<file path="src/rtl/foward_pkg.sv">
// Shared encodings for the forwarding / load-use hazard unit: operand mux
// selects, stall FSM states and the stall down-counter width.
package foward_pkg;

    localparam logic [1:0] FWD_NONE  = 2'b00;
    localparam logic [1:0] FWD_EXMEM = 2'b10;
    localparam logic [1:0] FWD_MEMWB = 2'b01;

    localparam int CNT_W = 3;

    typedef enum logic {
        ST_IDLE  = 1'b0,
        ST_STALL = 1'b1
    } state_t;

endpackage

</file>
<file path="src/rtl/foward_select.sv">
// Forwarding select for a single EX-stage source operand. The youngest
// producer (EX/MEM) beats MEM/WB, and register 0 is never forwarded.
module foward_select
    import foward_pkg::*;
#(
    parameter int unsigned REG_ADDR_W = 5
) (
    input  logic [REG_ADDR_W-1:0] i_src,
    input  logic                  i_ex_mem_RegWrite,
    input  logic [REG_ADDR_W-1:0] i_ex_mem_rd,
    input  logic                  i_mem_wb_RegWrite,
    input  logic [REG_ADDR_W-1:0] i_mem_wb_rd,
    output logic [1:0]            o_sel
);

    logic exMemHit;
    logic memWbHit;

    assign exMemHit = i_ex_mem_RegWrite && (i_ex_mem_rd != '0) && (i_ex_mem_rd == i_src);
    assign memWbHit = i_mem_wb_RegWrite && (i_mem_wb_rd != '0) && (i_mem_wb_rd == i_src);

    always_comb begin
        o_sel = FWD_NONE;
        if (exMemHit) begin
            o_sel = FWD_EXMEM;
        end else if (memWbHit) begin
            o_sel = FWD_MEMWB;
        end
    end

endmodule

</file>
<file path="src/rtl/foward_hazard_unit.sv">
// Operand forwarding plus load-use stall control for the pipelined MIPS core.
// Each load-use event stalls 1+LOAD_LAT cycles and bumps a saturating counter.
module foward_hazard_unit
    import foward_pkg::*;
#(
    parameter int unsigned REG_ADDR_W = 5,
    parameter int unsigned NUM_SRC    = 2,
    parameter int unsigned LOAD_LAT   = 0,
    parameter int unsigned PERF_W     = 16
) (
    input  logic                             i_clock,
    input  logic                             i_reset,
    input  logic                             i_flush,
    input  logic [NUM_SRC*REG_ADDR_W-1:0]    i_id_ex_src,
    input  logic                             i_ex_mem_RegWrite,
    input  logic [REG_ADDR_W-1:0]            i_ex_mem_rd,
    input  logic                             i_mem_wb_RegWrite,
    input  logic [REG_ADDR_W-1:0]            i_mem_wb_rd,
    input  logic [NUM_SRC*REG_ADDR_W-1:0]    i_if_id_src,
    input  logic [NUM_SRC-1:0]               i_if_id_src_valid,
    input  logic                             i_id_ex_MemRead,
    input  logic [REG_ADDR_W-1:0]            i_id_ex_rd,
    output logic [2*NUM_SRC-1:0]             o_foward_sel,
    output logic                             o_stall,
    output logic                             o_bubble,
    output logic [PERF_W-1:0]                o_stall_count
);

    localparam logic [CNT_W-1:0] LAT_INIT = CNT_W'((LOAD_LAT > 0) ? LOAD_LAT - 1 : 0);

    state_t            state_q, state_d;
    logic [CNT_W-1:0]  cnt_q, cnt_d;
    logic [PERF_W-1:0] stallCount_q, stallCount_d;
    logic [NUM_SRC-1:0] useMatch;
    logic              loadUse;
    logic              stallNow;

    for (genvar k = 0; k < NUM_SRC; k++) begin : g_sel
        foward_select #(
            .REG_ADDR_W (REG_ADDR_W)
        ) u_foward_select (
            .i_src             (i_id_ex_src[k*REG_ADDR_W +: REG_ADDR_W]),
            .i_ex_mem_RegWrite (i_ex_mem_RegWrite),
            .i_ex_mem_rd       (i_ex_mem_rd),
            .i_mem_wb_RegWrite (i_mem_wb_RegWrite),
            .i_mem_wb_rd       (i_mem_wb_rd),
            .o_sel             (o_foward_sel[2*k +: 2])
        );
    end

    always_comb begin
        useMatch = '0;
        for (int k = 0; k < NUM_SRC; k++) begin
            useMatch[k] = i_if_id_src_valid[k] && (i_if_id_src[k*REG_ADDR_W +: REG_ADDR_W] == i_id_ex_rd);
        end
    end

    // Detect is masked during reset so the outputs stay quiet while held.
    assign loadUse  = i_reset && i_id_ex_MemRead && (i_id_ex_rd != '0) && (|useMatch);
    assign stallNow = i_reset && !i_flush && ((state_q == ST_STALL) || loadUse);
    assign o_stall  = stallNow;
    assign o_bubble = stallNow;
    assign o_stall_count = stallCount_q;

    always_comb begin
        state_d      = state_q;
        cnt_d        = cnt_q;
        stallCount_d = stallCount_q;
        if (i_flush) begin
            state_d = ST_IDLE;
            cnt_d   = '0;
        end else begin
            case (state_q)
                ST_IDLE: begin
                    if (loadUse) begin
                        if (stallCount_q != '1) begin
                            stallCount_d = stallCount_q + PERF_W'(1);
                        end
                        if (LOAD_LAT > 0) begin
                            state_d = ST_STALL;
                            cnt_d   = LAT_INIT;
                        end
                    end
                end
                ST_STALL: begin
                    if (cnt_q == '0) begin
                        state_d = ST_IDLE;
                    end else begin
                        cnt_d = cnt_q - CNT_W'(1);
                    end
                end
                default: begin
                    state_d = ST_IDLE;
                    cnt_d   = '0;
                end
            endcase
        end
    end

    always_ff @(posedge i_clock or negedge i_reset) begin
        if (!i_reset) begin
            state_q      <= ST_IDLE;
            cnt_q        <= '0;
            stallCount_q <= '0;
        end else begin
            state_q      <= state_d;
            cnt_q        <= cnt_d;
            stallCount_q <= stallCount_d;
        end
    end

endmodule

</file>
<file path="config.mk">
export PLATFORM = sky130hd
export DESIGN_NAME = foward_hazard_unit
export DESIGN_NICKNAME = d
export VERILOG_FILES = /design/src/rtl/foward_pkg.sv /design/src/rtl/foward_select.sv /design/src/rtl/foward_hazard_unit.sv
export SDC_FILE = /design/constraint.sdc
export NUM_CORES = 1
export LEC_CHECK = 0
export CAP_MARGIN = 10
export CORE_ASPECT_RATIO = 0.8
export CORE_MARGIN = 4
export CORE_UTILIZATION = 45
export CTS_CLUSTER_DIAMETER = 40
export DETAILED_ROUTE_END_ITERATION = 8
export GPL_ROUTABILITY_DRIVEN = 0
export PLACE_DENSITY = 0.87
export SETUP_SLACK_MARGIN = 0.5
export SYNTH_ARGS = -nofsm -noshare
export SYNTH_HDL_FRONTEND = slang
export SYNTH_SLANG_ARGS = --single-unit
</file>
<file path="constraint.sdc">
create_clock -name i_clock -period 2.5 [get_ports i_clock]
set_input_delay 0.375 -clock i_clock [delete_from_list [all_inputs] [get_ports i_clock]]
set_output_delay 0.375 -clock i_clock [all_outputs]
set_load 0.005 [all_outputs]
</file>
-- After elaboration in Yosys (flattened, before gate mapping)
Index checks and enable logic that the tools add are counted.
- add/sub/neg operators: 2
- equality and inequality tests: 8
- muxes and demuxes: 10
- bitwise operators: 2
- reduce and logical (&&, ||, !) cells: 23
- operators with widths (cell ; number):
    5-bit equality test ; 6
    16-bit by 1-bit adder with 16-bit output (second input constant) ; 1
    16-bit != test (second input constant) ; 1
    5-bit nonzero test ; 3
    1-bit logical AND ; 13
    3-bit 2-to-1 mux ; 3
    1-bit 2-to-1 mux ; 5
    2-bit 2-to-1 mux ; 2
    4-bit AND reduction ; 1
    3-bit logical NOT ; 1
    3-bit by 1-bit subtractor with 3-bit output (second input constant) ; 1
    2-bit != test (second input constant) ; 1
    1-bit inverter ; 2
    2-bit AND reduction ; 1
    2-bit nonzero test ; 1
    2-bit OR reduction ; 1
    1-bit logical NOT ; 1
    1-bit logical OR ; 1
- register bits: 20
- input bits: 43
- output and inout port bits: 22
- word-level logic and storage cells: 48

-- Longest topological paths before layout
Gate-level depths: netlist of the first run.
- word-level depth: 6
- depth in mapped cells: 7
- depth with buffers taken out: 7

-- Hierarchy
From an unflattened synthesis of the first run, not the netlist that was laid out.
- cells, all modules: 152
- area, all modules: 1411.4 µm²
- by module, submodules not included (module ; times used ; cells each ; area an instance (µm²) ; sequential area each (µm²)):
    foward_hazard_unit ; 1 ; 110 ; 1093.5 ; 500.5
    foward_select ; 2 ; 21 ; 158.9 ; 0.0

-- Worst setup path after synthesis of the first run
No wires, ideal clock.
- kind: input to output
- start point: in i_id_ex_rd[1]
- end point: out o_stall
- data arrival time: 1630 ps
- data required time: 2125 ps
- setup slack: 495 ps
- stages: 7
- buffers on the path: 2
- cell sequence: xnor2_1 > nand4_1 > o22ai_2 > buf_2 > a21oi_1 > nor3b_1 > buf_4
- word-level cells in the longest chain between the ends: 6
- elaborated cells between the ends (all ways): 10
- those cells by class: eq/ne: 2; reduce/logical: 8
- ends and longest elaborated chain (what ; line ; RTL):
    from (decl) ; foward_hazard_unit.sv:22 ; input logic [REG_ADDR_W-1:0] i_id_ex_rd,
    5-bit equality test ; foward_hazard_unit.sv:54 ; useMatch[k] = i_if_id_src_valid[k] && (i_if_id_src[k*REG_ADDR_W +: REG_ADDR_W] == i_id_ex_rd);
    1-bit logical AND ; foward_hazard_unit.sv:54 ;
    2-bit OR reduction ; foward_hazard_unit.sv:59 ; assign loadUse = i_reset && i_id_ex_MemRead && (i_id_ex_rd != '0) && (|useMatch);
    1-bit logical AND (*) ; foward_hazard_unit.sv:59 ;
    1-bit logical OR (*) ; foward_hazard_unit.sv:60 ; assign stallNow = i_reset && !i_flush && ((state_q == ST_STALL) || loadUse);
    1-bit logical AND (*) ; foward_hazard_unit.sv:60 ;
    to (decl) ; foward_hazard_unit.sv:24 ; output logic o_stall,
Mark *: on every way between the ends. The rest lies on a longest branch, timed or not.

-- Worst setup path after layout of the first run
- start point: in i_ex_mem_rd[2]
- end point: out o_foward_sel[2]
- word-level cells in the longest chain between the ends: 4
- elaborated cells between the ends (all ways): 5
- those cells by class: eq/ne: 1; mux: 1; reduce/logical: 3
- ends and longest elaborated chain (what ; line ; RTL):
    from (decl) ; foward_hazard_unit.sv:16 ; input logic [REG_ADDR_W-1:0] i_ex_mem_rd,
    5-bit nonzero test ; foward_select.sv:19 ; assign exMemHit = i_ex_mem_RegWrite && (i_ex_mem_rd != '0) && (i_ex_mem_rd == i_src);
    1-bit logical AND ; foward_select.sv:19 ;
    1-bit logical AND (*) ; foward_select.sv:19 ;
    2-bit 2-to-1 mux (*) ; foward_select.sv:24 ; if (exMemHit) begin
    to (decl) ; foward_hazard_unit.sv:23 ; output logic [2*NUM_SRC-1:0] o_foward_sel,
Marks and branches as above.

==> impl_metrics.env, run 1 <==
export IMPL_p_int_uw=661
export IMPL_cp_max_fo=2
export IMPL_power_share_switching_pct=24.4
export IMPL_r2r_start="o_stall_count[7]$_DFFE_PN0P_"
export IMPL_diodes=0
export IMPL_yosys_warnings=0
export IMPL_crit_type="in -> out"
export IMPL_rsz0062_at_grt="true"
export IMPL_yosys_top_cells_area="dfrtp_1, xnor2_1, xor2_1"
export IMPL_use_met1_pct=31.8
export IMPL_busiest_layer="met2"
export IMPL_period_share_pct=83.0
export IMPL_clock_power_share_pct=37.5
export IMPL_irDropWorstVdd_mv=0.478
export IMPL_io_buffers=64
export IMPL_drv_slew=0
export IMPL_fin_nets=286
export IMPL_grt_pass1_vias=1533
export IMPL_arrival_ns=1.70
export IMPL_fin_skew_ns=0.00544
export IMPL_pwr_density_cell_mw_per_mm2=366
export IMPL_syn_nets=195
export IMPL_status="complete, no violations"
export IMPL_routed_wl_um=4910
export IMPL_hold_viol=0
export IMPL_switching_power_uw=213
export IMPL_p_seq_share_pct=38.2
export IMPL_yosysUniqueCellTypes=28
export IMPL_ys_seq_area_share_pct=35.1
export IMPL_cp_end_kind="output pin"
export IMPL_grt_overflow=0
export IMPL_synth_avg_cell_area_sq_um=9.56
export IMPL_vias=1516
export IMPL_synth_top_area_cell="dfrtp_1"
export IMPL_min_path_type="reg -> reg"
export IMPL_worst_setup_path_start_kind="input pin"
export IMPL_grt_max_degree=21
export IMPL_min_period_ns=2.08
export IMPL_synthArstFlopShare_pct=100
export IMPL_synthCells=149
export IMPL_crit_start="i_ex_mem_rd[2]"
export IMPL_num_rows=17
export IMPL_cellLeakagePower_nw=1.05
export IMPL_multi_input_area_sq_um=977
export IMPL_cts_clk_slew_worst_paths_ns=0.08
export IMPL_ff_latch_area_sq_um=500
export IMPL_yosysMostFrequentCell="xnor2_1"
export IMPL_hold_path_startpoint="cnt_q[1]$_DFFE_PN0P_"
export IMPL_clockBufferDepth=2
export IMPL_grt_pass1_wl_um=7820
export IMPL_hold_depth=2
export IMPL_drive_above_1_share_pct=31.4
export IMPL_dpl_hpwl_um=3520
export IMPL_synth_common_cells="xnor2_1, dfrtp_1, xor2_1"
export IMPL_core_sq_mm=0.00289
export IMPL_grt_usage_pct=23.6
export IMPL_met3_usage_pct=6.14
export IMPL_synthFlopType="dfrtp_1"
export IMPL_dieArea_sq_mm=0.00414
export IMPL_postRouteAntennaNets=0
export IMPL_r2r_cells=5
export IMPL_area_delta_synth_final_pct=67.6
export IMPL_fmax_mhz=482
export IMPL_clk_latency_ns=0.27
export IMPL_firstDrtPassIters=4
export IMPL_drt_iter0_markers=108
export IMPL_cts_sink_count=20
export IMPL_utilization_pct=82.6
export IMPL_ios=65
export IMPL_total_power_uw=875
export IMPL_syn_area_sq_mm=0.00143
export IMPL_worst_slew_pin_slew_ns=0.488
export IMPL_cts_root_buf="clkbuf_8"
export IMPL_start_util_pct=49.3
export IMPL_synth_seq_cells=20
export IMPL_max_cap_violations=0
export IMPL_worstPathRequired_ns=2.12
export IMPL_wl_per_cell_um=17.7
export IMPL_synth_edf_count=0
export IMPL_die_h_um=58.3
export IMPL_slew_headroom_pct=67.1
export IMPL_met2_usage_pct=38.0
export IMPL_setup_viol=0
export IMPL_num_fill_cells=161
export IMPL_pwr_share_comb_pct=24.2
export IMPL_cts_tree="yes"
export IMPL_cts_inserted_buffers=3
export IMPL_cts_max_level=1
export IMPL_drc=0
export IMPL_die_w_um=70.9
export IMPL_vias_per_cell=5.47
export IMPL_yosys_area_top_type_share_pct=35.1
export IMPL_antenna_found_initial=0
-- state kept, by name, summed over array words and instances (netlist names) --
| register | count |
|---|---|
| cnt_q | 3 |
| state_q | 1 |
| o_stall_count | 16 |
-- per-stage QoR --
| stage | hold slack, ns | setup WS, ns | cells | area (sq um) | TNS, ns |
|---|---|---|---|---|---|
| after detailed placement | 0.500 | -0.423 | 269 | 2250 | -1.54 |
| after global placement | 0.492 | -0.310 | 269 | 2250 | -1.13 |
| final | 0.525 | 0.424 | 277 | 2390 | 0 |
| after floorplan | 0.0794 | 0.582 | 149 | 1430 | 0 |
| after CTS | 0.521 | 0.460 | 277 | 2320 | 0 |
| after global routing | 0.554 | 0.384 | 277 | 2390 | 0 |
-- cells by family (layout without fill, tap and decap cells) --
family          count (synthesis)  in the layout  synth area share, %
mux                             1              1                0.790
simple gates                   62             62                 25.5
xor+xnor                       46             46                 28.3
flops                          20             20                 35.1
buf+inv                         9             99                 3.77
compound gates                  8              8                 3.86
fa+ha+maj                       3              3                 2.63
-- worst max-delay path: stages --
cell	delay, ns
buf_6	0.09
or4_4	0.55
o21ai_4	0.20
nor4_4	0.06
nor4_2	0.27
buf_2	0.15
-- final cells by class --
type	count	share of cell area, %
multi-input cells	120	40.9
repair buffers	91	32.5
flip-flops and latches	20	21.0
well taps	38	1.99
clock buffers	3	1.73
clock inverters	1	1.26
inverters	4	0.629
-- placed cells by master, fill, tap and decap left out, types with 3 or more instances in the layout --
cell type	n
inv_1	3
and3_1	5
xor2_1	14
nand4_1	13
clkbuf_8	3
buf_4	24
buf_6	7
nand3_2	3
nand2_1	6
nor2_1	7
nor4_2	3
buf_2	12
nand3_1	7
or4_4	3
dfrtp_1	20
clkdlybuf4s15_2	3
clkdlybuf4s50_1	21
xnor2_1	29
nor3_1	3
clkdlybuf4s15_1	4
clkbuf_2	3
xnor2_2	3
ha_1	3
dlygate4sd2_1	15
-- routing by layer --
layer	vias to the layer above	share of wire (%)
met4	0	2.5
met2	71	49
met3	10	6.1
met5	-	0
met1	727	42
li1	708	-
-- worst paths after layout --
kind	end	slack, ns
setup reg to reg	o_stall_count[1]$_DFFE_PN0P_	0.77
setup / recovery	o_foward_sel[2]	0.42
hold / removal	cnt_q[1]$_DFFE_PN0P_	0.52
hold reg to reg	cnt_q[1]$_DFFE_PN0P_	0.52
max in group asynchronous	o_stall_count[13]$_DFFE_PN0P_	1.66
min in group asynchronous	o_stall_count[5]$_DFFE_PN0P_	0.63
-- power by group through the flow --
| stage | registers, mW | clock network [mW] | logic (mW) |
|---|---|---|---|
| 6_report | 0.334 | 0.328 | 0.212 |
| 5_1_grt | 0.335 | 0.354 | 0.226 |
| 4_1_cts | 0.334 | 0.330 | 0.192 |
| 3_5_place_dp | 0.341 | 0 | 0.198 |
| 3_3_place_gp | 0.340 | 0 | 0.194 |
| 2_1_floorplan | 0.340 | 0 | 0.0611 |
-- repair_timing --
item	in CTS	in global routing
hold buffers	0	0
pin swaps	30	17
setup endpoints to repair	8	7
gates resized for setup	116	23
buffers inserted	4	0
endpoints found under the hold margin	0	0
No activity file was read; power rests on OpenSTA's default activity.
==> inputs of run 2 (changes only) <==
CORE_UTILIZATION = 37   (was 45)
PLACE_DENSITY = 0.77   (was 0.87)
clock period = 1.7 ns   (was 2.5 ns; I/O delays follow)
==> run 2 against run 1 <==
Compared with the run above:
- critical path depth is 1 higher
- clock skew is 0.0012 ns higher
- utilization is 8.2 points higher
- critical path type unchanged
- power is 63% higher
- routed wire length is 56% higher
- combinational power is 110% higher
- the flow now finishes with violations (setup timing)
- global-route usage is 1.7 points higher
- sequential cell count stayed put
- worst hold slack better by 0.042 ns
- final cell count is 19% higher
- non-clock buffer count is 50 higher
- via count is 24% higher
==> impl_metrics.env, run 2 (same netlist as run 1, synthesis figures left out) <==
export IMPL_worstPathRequired_ns=1.44
export IMPL_cp_max_fo=2
export IMPL_routed_wl_um=7670
export IMPL_hold_viol=0
export IMPL_hold_path_startpoint="i_flush"
export IMPL_area_delta_synth_final_pct=127
export IMPL_r2r_end="o_stall_count[6]$_DFFE_PN0P_"
export IMPL_final_instance_count_excl_fill=331
export IMPL_firstDrtPassIters=4
export IMPL_min_path_type="in -> reg"
export IMPL_rsz0062_at_grt="true"
export IMPL_irDropWorstVdd_mv=0.500
export IMPL_vias_per_cell=5.69
export IMPL_r2r_start="o_stall_count[8]$_DFFE_PN0P_"
export IMPL_holdPathEnd="cnt_q[2]$_DFFE_PN0P_"
export IMPL_start_util_pct=40.0
export IMPL_status="finished, violations left"
export IMPL_placed_cells=289
export IMPL_io_buffers=64
export IMPL_dpl_hpwl_um=3630
export IMPL_worst_slack_ns=-0.133
export IMPL_arrival_ns=1.58
export IMPL_die_h_um=63.5
export IMPL_slew_headroom_pct=77.1
export IMPL_num_rows=19
export IMPL_drive_above_1_share_pct=63.3
export IMPL_hold_depth=3
export IMPL_min_period_ns=1.83
export IMPL_vias=1883
export IMPL_drt_iter0_markers=239
export IMPL_hold_buffers=0
export IMPL_cts_clk_slew_worst_paths_ns=0.09
export IMPL_finalSetupTns_ns=-0.607
export IMPL_period_share_pct=108
export IMPL_worst_slew_pin_slew_ns=0.341
export IMPL_clk_latency_ns=0.27
export IMPL_fin_skew_ns=0.00663
export IMPL_mostFrequentLayoutCells="buf_6, buf_4, dfrtp_1"
export IMPL_grt_overflow=0
export IMPL_fin_nets=336
export IMPL_dieArea_sq_mm=0.00491
export IMPL_postRouteAntennaNets=0
export IMPL_ios=65
export IMPL_cts_tree="yes"
export IMPL_layout_commonest_cell="buf_6"
export IMPL_cts_root_buf="clkbuf_8"
export IMPL_cts_inserted_buffers=3
export IMPL_cp_end_kind="output pin"
export IMPL_setup_viol=8
export IMPL_grt_pass1_wl_um=9720
export IMPL_utilization_pct=90.8
export IMPL_r2r_slack_ns=-0.03
export IMPL_crit_type="in -> out"
export IMPL_crit_chain="dlygate4sd2_1 > xnor2_1 > nand4_1 > o22ai_4 > a21oi_2 > nor3b_2 > buf_2"
export IMPL_die_w_um=77.4
export IMPL_max_cap_violations=0
export IMPL_drv_slew=0
export IMPL_crit_family="buffers and inverters"
export IMPL_dpl_worst_slack_ns=-0.802
export IMPL_clockBufferDepth=2
export IMPL_max_stage_delay_ns=0.25
export IMPL_diodes=0
export IMPL_grt_usage_pct=25.2
export IMPL_num_fill_cells=142
export IMPL_grt_max_degree=21
export IMPL_largest_reg_flops=16
export IMPL_antenna_found_initial=0
export IMPL_worst_setup_path_start_kind="input pin"
export IMPL_pwr_density_cell_mw_per_mm2=440
export IMPL_drc=0
export IMPL_critical_path_buf_inv_count=2
export IMPL_failed_checks="setup timing"
export IMPL_fmax_mhz=546
export IMPL_critical_path_slowest_cell="dlygate4sd2_1"
export IMPL_grt_pass1_vias=1874
export IMPL_cellLeakagePower_nw=1.54
export IMPL_cts_sink_count=20
export IMPL_total_power_mw=1.42
export IMPL_wl_per_cell_um=23.2
export IMPL_cts_max_level=1
export IMPL_core_sq_mm=0.00357
export IMPL_r2r_cells=6
[run 2: repair_timing]
item                                   CTS  global route
endpoints found under the hold margin    0             0
pin swaps                               48            44
setup endpoints to repair               41            35
buffers inserted                        26            11
gates resized for setup                218           100
gates cloned                             1             0
[run 2: power by group]
group	leakage [nW]	total [mW]	internal [mW]	switching, mW
clock network	0.0357	0.497	0.315	0.182
logic	1.23	0.436	0.241	0.195
registers	0.277	0.492	0.483	0.00944
[run 2: worst reg2reg max path: stages, from the launching register on]
cell	delay, ns
dfrtp_1	0.37
nand4_1	0.25
nor4_4	0.43
nor2_4	0.11
buf_8	0.17
nand4_1	0.14
xnor2_1	0.17
[run 2: layout make-up]
| class | count | area (sq um) | area share (%) |
|---|---|---|---|
| Inverter | 4 | 17.5 | 0.541 |
| Clock inverter | 1 | 30.0 | 0.928 |
| Multi-Input combinational cell | 120 | 1320 | 40.7 |
| Tap cell | 42 | 52.6 | 1.62 |
| Sequential cell | 20 | 502 | 15.5 |
| Clock buffer | 3 | 41.3 | 1.28 |
| Timing Repair Buffer | 141 | 1280 | 39.5 |
[run 2: metrics by stage]
step	area [sq um]	hold WS, ns
after floorplan	1480	-0.0406
after global placement	2420	0.495
after detailed placement	2420	0.488
after CTS	2860	0.503
after global routing	3240	0.586
final	3240	0.567
[run 2: how the worst max path moves through the flow]
| stage | startpoint | to | slack (ns) | depth (start not counted) |
|---|---|---|---|---|
| after floorplan | i_id_ex_rd[0] | o_stall | 0.08 | 6 |
| after global placement | i_mem_wb_rd[1] | o_foward_sel[0] | -0.79 | 5 |
| after detailed placement | i_id_ex_src[8] | o_foward_sel[2] | -0.80 | 5 |
| after CTS | i_ex_mem_rd[2] | o_foward_sel[2] | -0.17 | 6 |
| after global routing | i_if_id_src[7] | o_bubble | -0.24 | 7 |
| final | i_if_id_src[7] | o_stall | -0.13 | 7 |
[run 2: routing by layer]
layer	track usage, %	routed length, um	up-vias
li1	-	-	816
met1	30.1	2940	946
met2	44.1	4030	99
met3	7.12	477	22
met4	7.33	227	0
met5	0	0	-
